==> src/rtl/fir_mac_sequencer.sv <==
// fir_mac_sequencer
// Time-multiplexed FIR controller: one shared signed multiply-accumulate is
// stepped through every tap for each accepted sample. Holds the circular
// sample delay line and the coefficient bank, and hands one result per sample
// to the consumer over a valid/ready handshake.
module fir_mac_sequencer #(
    parameter int DATA_WIDTH = 8,
    parameter int NOF_COEFF  = 12,
    parameter int OUT_WIDTH  = 20,
    parameter int ADDR_WIDTH = $clog2(NOF_COEFF)
) (
    input  logic                  clk,
    input  logic                  rst,
    input  logic                  coef_we,
    input  logic [ADDR_WIDTH-1:0] coef_addr,
    input  logic [DATA_WIDTH-1:0] coef_wdata,
    input  logic                  in_valid,
    output logic                  in_ready,
    input  logic [DATA_WIDTH-1:0] in_data,
    output logic                  out_valid,
    input  logic                  out_ready,
    output logic [OUT_WIDTH-1:0]  out_data,
    output logic                  busy
);

    typedef enum logic [1:0] {
        IDLE = 2'd0,
        MAC  = 2'd1,
        OUT  = 2'd2
    } state_t;

    // Index of the last tap, and the depth folded into ADDR_WIDTH bits so the
    // circular subtraction wraps correctly (it folds to 0 for power-of-two depths).
    localparam logic [ADDR_WIDTH-1:0] LAST_TAP    = ADDR_WIDTH'(NOF_COEFF - 1);
    localparam logic [ADDR_WIDTH-1:0] DEPTH_TRUNC = ADDR_WIDTH'(NOF_COEFF);

    state_t                         state_reg;
    logic [ADDR_WIDTH-1:0]          wr_ptr_reg;
    logic [ADDR_WIDTH-1:0]          k_reg;
    logic signed [OUT_WIDTH-1:0]    acc_reg;
    logic signed [OUT_WIDTH-1:0]    out_data_reg;
    logic                           in_ready_reg;
    logic                           out_valid_reg;
    logic                           busy_reg;

    logic signed [DATA_WIDTH-1:0]   coef_reg [NOF_COEFF];
    logic signed [DATA_WIDTH-1:0]   line_reg [NOF_COEFF];

    logic                           accept;
    logic                           coef_wr;
    logic [ADDR_WIDTH-1:0]          tap_idx;
    logic signed [2*DATA_WIDTH-1:0] product;
    logic signed [OUT_WIDTH-1:0]    product_ext;
    logic signed [OUT_WIDTH-1:0]    acc_next;

    // A sample is taken only in IDLE; coefficient writes are honoured only in
    // IDLE and only for addresses inside the tap range.
    assign accept  = (state_reg == IDLE) && in_valid;
    assign coef_wr = (state_reg == IDLE) && coef_we && (coef_addr <= LAST_TAP);

    // Tap k reads the sample k positions older than the newest one, which
    // sits at wr_ptr; the newest sample is written on the accepting edge and
    // read by tap 0 on the following edge, so there is no read/write clash.
    assign tap_idx = (wr_ptr_reg >= k_reg) ? (wr_ptr_reg - k_reg)
                                           : (wr_ptr_reg - k_reg + DEPTH_TRUNC);

    // Full-precision signed product, sign-extended into the accumulator width.
    assign product     = coef_reg[k_reg] * line_reg[tap_idx];
    assign product_ext = {{(OUT_WIDTH - 2*DATA_WIDTH){product[2*DATA_WIDTH-1]}}, product};
    assign acc_next    = acc_reg + product_ext;

    // Status outputs come straight from registers; in_ready is also held low
    // while reset is asserted.
    assign in_ready  = in_ready_reg & ~rst;
    assign out_valid = out_valid_reg;
    assign out_data  = out_data_reg;
    assign busy      = busy_reg;

    // Coefficient bank: cleared on reset, written from the host while idle.
    always_ff @(posedge clk or posedge rst) begin
        if (rst) begin
            for (int i = 0; i < NOF_COEFF; i++) begin
                coef_reg[i] <= '0;
            end
        end else if (coef_wr) begin
            coef_reg[coef_addr] <= coef_wdata;
        end
    end

    // Delay line: cleared on reset so unreceived history counts as zero;
    // the accepted sample lands at the current write pointer.
    always_ff @(posedge clk or posedge rst) begin
        if (rst) begin
            for (int i = 0; i < NOF_COEFF; i++) begin
                line_reg[i] <= '0;
            end
        end else if (accept) begin
            line_reg[wr_ptr_reg] <= in_data;
        end
    end

    // Sequencer FSM: accept sample, run one MAC per tap, present the result
    // until the consumer takes it, then advance the delay-line pointer.
    always_ff @(posedge clk or posedge rst) begin
        if (rst) begin
            state_reg     <= IDLE;
            wr_ptr_reg    <= '0;
            k_reg         <= '0;
            acc_reg       <= '0;
            out_data_reg  <= '0;
            in_ready_reg  <= 1'b1;
            out_valid_reg <= 1'b0;
            busy_reg      <= 1'b0;
        end else begin
            case (state_reg)
                IDLE: begin
                    if (in_valid) begin
                        state_reg    <= MAC;
                        k_reg        <= '0;
                        acc_reg      <= '0;
                        in_ready_reg <= 1'b0;
                        busy_reg     <= 1'b1;
                    end
                end
                MAC: begin
                    acc_reg <= acc_next;
                    if (k_reg == LAST_TAP) begin
                        state_reg     <= OUT;
                        k_reg         <= '0;
                        out_data_reg  <= acc_next;
                        out_valid_reg <= 1'b1;
                    end else begin
                        k_reg <= k_reg + 1'b1;
                    end
                end
                OUT: begin
                    if (out_ready) begin
                        state_reg     <= IDLE;
                        wr_ptr_reg    <= (wr_ptr_reg == LAST_TAP) ? '0 : wr_ptr_reg + 1'b1;
                        out_valid_reg <= 1'b0;
                        in_ready_reg  <= 1'b1;
                        busy_reg      <= 1'b0;
                    end
                end
                default: begin
                    state_reg     <= IDLE;
                    out_valid_reg <= 1'b0;
                    in_ready_reg  <= 1'b1;
                    busy_reg      <= 1'b0;
                end
            endcase
        end
    end

endmodule

==> config.mk <==
export PLATFORM = sky130hd
export DESIGN_NAME = fir_mac_sequencer
export DESIGN_NICKNAME = d
export VERILOG_FILES = /design/src/rtl/fir_mac_sequencer.sv
export SDC_FILE = /design/constraint.sdc
export NUM_CORES = 1
export LEC_CHECK = 0
export CORE_MARGIN = 2
export CORE_UTILIZATION = 40
export DETAILED_ROUTE_END_ITERATION = 12
export GPL_TIMING_DRIVEN = 1
export MAX_ROUTING_LAYER = met4
export PLACE_DENSITY_LB_ADDON = 0.2
export SLEW_MARGIN = 20
export SYNTH_ARGS = -nofsm -noshare
export SYNTH_HDL_FRONTEND = slang
export SYNTH_SLANG_ARGS = --single-unit
==> constraint.sdc <==
create_clock -name clk -period 9 [get_ports clk]
set_input_delay 1.8 -clock clk [delete_from_list [all_inputs] [get_ports clk]]
set_output_delay 1.8 -clock clk [all_outputs]
set_load 0.01 [all_outputs]
==> flow_summary.json, run 1 <==
{
  "max_cap_viol_count": 0,
  "min_from": "out_data[9]",
  "synth_area_leaders": "dfrtp_1, mux2_2, fa_1",
  "cp.arrival_ps": 8450,
  "io_buffers": 47,
  "synth_mux_area_frac": 0.233,
  "netlist_area_um2": 14800,
  "skew_ps": 21.3,
  "cts_setup_buffers": 0,
  "holdWs_ps": 475,
  "synth_top_family_by_area": "multiplexers",
  "area_growth_pct": 12.6,
  "synth_cell_types": 61,
  "crit_path_max_fanout": 16,
  "synthCells": 1160,
  "async_flop_share": 1.00,
  "cts_tree": "yes",
  "grt_setup_unrepaired": "no",
  "synth_xor_area_frac": 0.0124,
  "pwr_density_cell_nw_per_um2": 422,
  "timing_hold_violations_final": 0,
  "r2r-start": "k_reg[3]",
  "cts_made_buffers": 28,
  "drv_slew": 0,
  "synth_top_area_cell": "dfrtp_1",
  "pin_count": 48,
  "drtPass1Iterations": 4,
  "grt_usage": 0.184,
  "yosysMostFrequentCell": "dfrtp_1",
  "yosysWarnings": 0,
  "holdCritPathClass": "reg -> reg",
  "grt_pass1_wl_mm": 54.5,
  "synthAdderAreaFrac": 0.167,
  "synth-simple-area-share": 0.0787,
  "synth_edf_count": 0,
  "cts_max_path_buffers": 3,
  "dp_hpwl_mm": 23.1,
  "max-vdd-ir-drop_v": 0.000243,
  "vias_per_cell": 5.30,
  "maxSlewHeadroom": 0.293,
  "setup_violations": 0,
  "cts_max_level": 1,
  "ctsResizeCount": 0,
  "num_rows": 70,
  "drc": 0,
  "core_area_um2": 36500,
  "antenna_found_initial": 0,
  "fin_crit_sh": 0.891,
  "p_leak_nw": 8.02,
  "clock_latency_ps": 540,
  "clock-sinks": 245,
  "die-area_um2": 38500,
  "grt_max_degree": 179,
  "outcome": "finished, final reports clean",
  "start_util": 0.405,
  "yosysTopAreaCellShare": 0.413,
  "root_buffer": "clkbuf_16",
  "place_congestion": 0.847,
  "ys_ff_latch": 245,
  "vias": 8944,
  "die_x_um": 196,
  "fin_crit_ps": 8020,
  "drive_gt1_frac": 0.269,
  "cts-hold-fix-buffers": 0,
  "worstMarginPinSlew_ps": 1060,
  "overflow": 0,
  "die-height_um": 196,
  "drt_iter0_drc": 391,
  "synth_area_per_cell_um2": 12.8,
  "grt_pass1_vias": 9667,
  "path_class": "reg -> reg",
  "fin_tns_setup_ps": 0,
  "startpoint": "k_reg[3]",
  "synth_nets": 1329,
  "required_ps": 9430,
  "wl_per_cell_um": 19.4,
  "synthTopCellsByCount": "dfrtp_1, mux2_2, inv_1",
  "fmax_ghz": 0.125,
  "start_kind": "flip-flop",
  "antenna_left": 0,
  "antennaDiodeCount": 0,
  "end_kind": "flip-flop",
  "totalWireLength_mm": 32.7,
  "nNetsFinal": 1369,
  "synth_compound_area_frac": 0.0513,
  "ys.flop_type": "dfrtp_1",
  "ys_seq_area_frac": 0.414,
  "clkTransAtPathRegs_ps": 60
}
-- worst paths after layout --
path | slack (ps) | cells past startpoint | to
worst min register to register | 470 | 2 | out_data[9]
worst max-delay path | 980 | 22 | out_data[17]
min in group asynchronous | 1740 | 2 | out_data[4]
worst max register to register | 980 | 22 | out_data[17]
worst min-delay path | 470 | 2 | out_data[9]
max in group asynchronous | 5870 | 4 | line_reg[4]
-- final cells by class --
class,instances,area (µm²)
Clock buffer,43,808
Clock inverter,5,75.1
Fill cell,3334,19900
Inverter,113,432
Multi-Input combinational cell,753,8040
Sequential cell,245,6130
Tap cell,468,586
Timing Repair Buffer,59,593
-- stage by stage --
step           area (µm²)  cells  worst slack (ps)  power, mW  utilization
2_1_floorplan       14800   1160               472       4.89            -
3_5_place_dp        15700   1637               965       6.01        0.431
3_3_place_gp        15700   1637              1110       5.93        0.431
5_1_grt             16700   1686               410       7.80        0.456
6_report            16700   1686               982       7.03        0.456
4_1_cts             16600   1685               958       7.15        0.455
-- critical path, stage by stage (launching register included) --
cell      delay (ps)
dfrtp_1          680
inv_2            250
ha_1             430
nor2_1           250
or3_1            150
a21oi_1           90
a221oi_4         820
nand3_1          180
o21ai_2          210
and2_1           660
fa_1             560
fa_1             530
fa_1             440
fa_1             490
ha_1             300
ha_1             340
o21a_1           210
o211ai_1         290
nor2_1           110
a21oi_1          300
o21ai_0          180
xor2_1           180
mux2_2           270
-- layout by cell type, fill, tap and decap left out, drive strengths merged, types with 6 or more instances in the layout --
master         count
nor2b             15
dfrtp            244
o22ai              8
clkbuf            43
clkdlybuf4s50     47
o21ai             32
ha                54
inv              113
xnor2             16
mux2             198
mux2i             13
fa                90
nand2b             6
mux4              48
nor2              24
nor3               9
nand2             93
a21oi             18
and2              41
o21a               8
a22o              17
buf               12
nand3             13
-- power breakdown --
part,internal [mW],switching (mW),leakage (nW),total [mW]
registers,1.41,0.175,3.29,1.59
logic,1.94,2.39,4.29,4.33
clock network,0.668,0.444,0.432,1.11
total,4.03,3.01,8.02,7.03
-- metal layers --
metal / wire length [µm] / share of wire / GRT usage / up-vias
li1: - / - / - / 4092
met1: 14900 / 0.45 / 0.241 / 4703
met2: 16200 / 0.50 / 0.312 / 108
met3: 1170 / 0.036 / 0.0258 / 41
met4: 450 / 0.014 / 0.0297 / 0
met5: 0 / 0 / - / -
-- cell families after synthesis --
kind of cell | count (synthesis)
compound gates | 107
xor+xnor | 21
fa+ha+maj | 144
mux | 259
flops | 245
buf+inv | 162
simple gates | 222
Power figures use the tool's default switching activity.
==> run 2: changes to the inputs <==
- CORE_MARGIN: 2 -> default
- TNS_END_PERCENT: default -> 20
==> flow_summary.json, run 2 (synthesis results as in run 1) <==
{
  "outcome": "finished, final reports clean",
  "path_class": "reg -> reg",
  "finalPower_mw": 7.05,
  "totalWireLength_mm": 32.8,
  "p_leak_nw": 8.03,
  "grt_max_degree": 112,
  "r2r_slack_ps": 1060,
  "required_ps": 9440,
  "fin_ws_ps": 1060,
  "grt_setup_unrepaired": "no",
  "pwr_density_cell_nw_per_um2": 423,
  "core_area_um2": 36500,
  "holdCritPathClass": "reg -> reg",
  "cts_max_path_buffers": 3,
  "whs_path_depth": 2,
  "cts_max_level": 1,
  "ctsResizeCount": 0,
  "place_congestion": 0.822,
  "fin_area_um2": 16700,
  "num_rows": 70,
  "clkTransAtPathRegs_ps": 60,
  "final_common_cell": "dfrtp_1",
  "grt_pass1_wl_mm": 55.3,
  "crit_path_max_fanout": 12,
  "timing_hold_violations_final": 0,
  "clock-sinks": 245,
  "wl_per_cell_um": 19.4,
  "max-vdd-ir-drop_v": 0.000273,
  "final_cell_mix": "dfrtp_1, mux2_2, inv_1, fa_1, nand2_1",
  "die-height_um": 194,
  "io_buffers": 47,
  "fin_crit_ps": 7940,
  "nNetsFinal": 1370,
  "dp_hpwl_mm": 23.2,
  "cts_made_buffers": 29,
  "fill_cells": 3276,
  "fin_tns_setup_ps": 0,
  "antennaDiodeCount": 0,
  "antenna_found_initial": 0,
  "grt_pass1_vias": 9971,
  "max_cap_viol_count": 0,
  "grt_usage": 0.190,
  "placed_area_um2": 15700,
  "drt_iter0_drc": 337,
  "drtPass1Iterations": 4,
  "skew_ps": 15.6,
  "pin_count": 48,
  "vias_per_cell": 5.32,
  "overflow": 0,
  "finalNonFillerCells": 1688,
  "clock_latency_ps": 560,
  "die-area_um2": 37800,
  "start_kind": "flip-flop",
  "fin_crit_sh": 0.882,
  "area_growth_pct": 12.7,
  "fin_util": 0.457,
  "end_kind": "flip-flop",
  "vias": 8988,
  "reg2reg_depth": 23,
  "fmax_ghz": 0.126,
  "root_buffer": "clkbuf_16",
  "drv_slew": 0,
  "antenna_left": 0,
  "holdWs_ps": 477,
  "setup_violations": 0,
  "start_util": 0.405,
  "die_x_um": 194,
  "placedCellCount": 1638,
  "dpl_worst_slack_ps": 1010,
  "maxSlewHeadroom": 0.304,
  "cp.arrival_ps": 8380,
  "cts_setup_buffers": 0,
  "cts_tree": "yes",
  "worstMarginPinSlew_ps": 1040,
  "cts-hold-fix-buffers": 0,
  "drc": 0,
  "drive_gt1_frac": 0.276
}
-- run 2: cell count changes in the layout (fill, tap and decap cells not counted), sizes merged --
cell / previous run / this run
inv: 113 / 115
bufinv: 2 / 0
clkbuf: 43 / 41
clkinvlp: 0 / 2
clkinv: 3 / 5
-- run 2: metal layers --
layer | track usage | vias up | wire, µm
met1 | 0.246 | 4722 | 14800
met2 | 0.318 | 116 | 16300
met4 | 0.0470 | 0 | 839
li1 | - | 4101 | -
met5 | - | - | 0
met3 | 0.0236 | 49 | 874
-- run 2: layout make-up --
cell class                 count  area (µm²)  share of cell area
clock buffer                  41         861              0.0516
sequential                   245        6130               0.368
multi-input combinational    753        8030               0.482
tap                          468         586              0.0351
inverter                     113         432              0.0259
timing repair buffer          59         561              0.0336
clock inverter                 9        72.6             0.00435
-- run 2: critical path, stage by stage, from the launching register on --
cell,delay (ps)
dfrtp_1,440
inv_1,140
ha_1,180
inv_1,50
fa_1,470
xnor2_1,200
a21oi_1,120
o211ai_2,600
mux2i_1,320
o21ai_4,330
and2_1,720
fa_1,580
fa_1,540
fa_1,440
fa_1,480
ha_1,300
ha_1,340
o21a_1,210
o211ai_1,270
nor2_1,120
a21oi_1,330
o21ai_0,170
xor2_1,180
mux2_2,270
-- run 2: report_power, final --
part	switching [mW]	internal (mW)	total, mW
logic	2.37	1.94	4.32
clock network	0.476	0.664	1.14
registers	0.177	1.41	1.59
total	3.03	4.02	7.05
-- run 2: final timing paths --
path / endpoint / start
max in group asynchronous: line_reg[93] / rst
worst min register to register: out_data[7] / out_data[7]
worst max-delay path: out_data[17] / wr_ptr_reg[0]
worst max register to register: out_data[17] / wr_ptr_reg[0]
min in group asynchronous: out_data[0] / rst
worst min-delay path: out_data[7] / out_data[7]
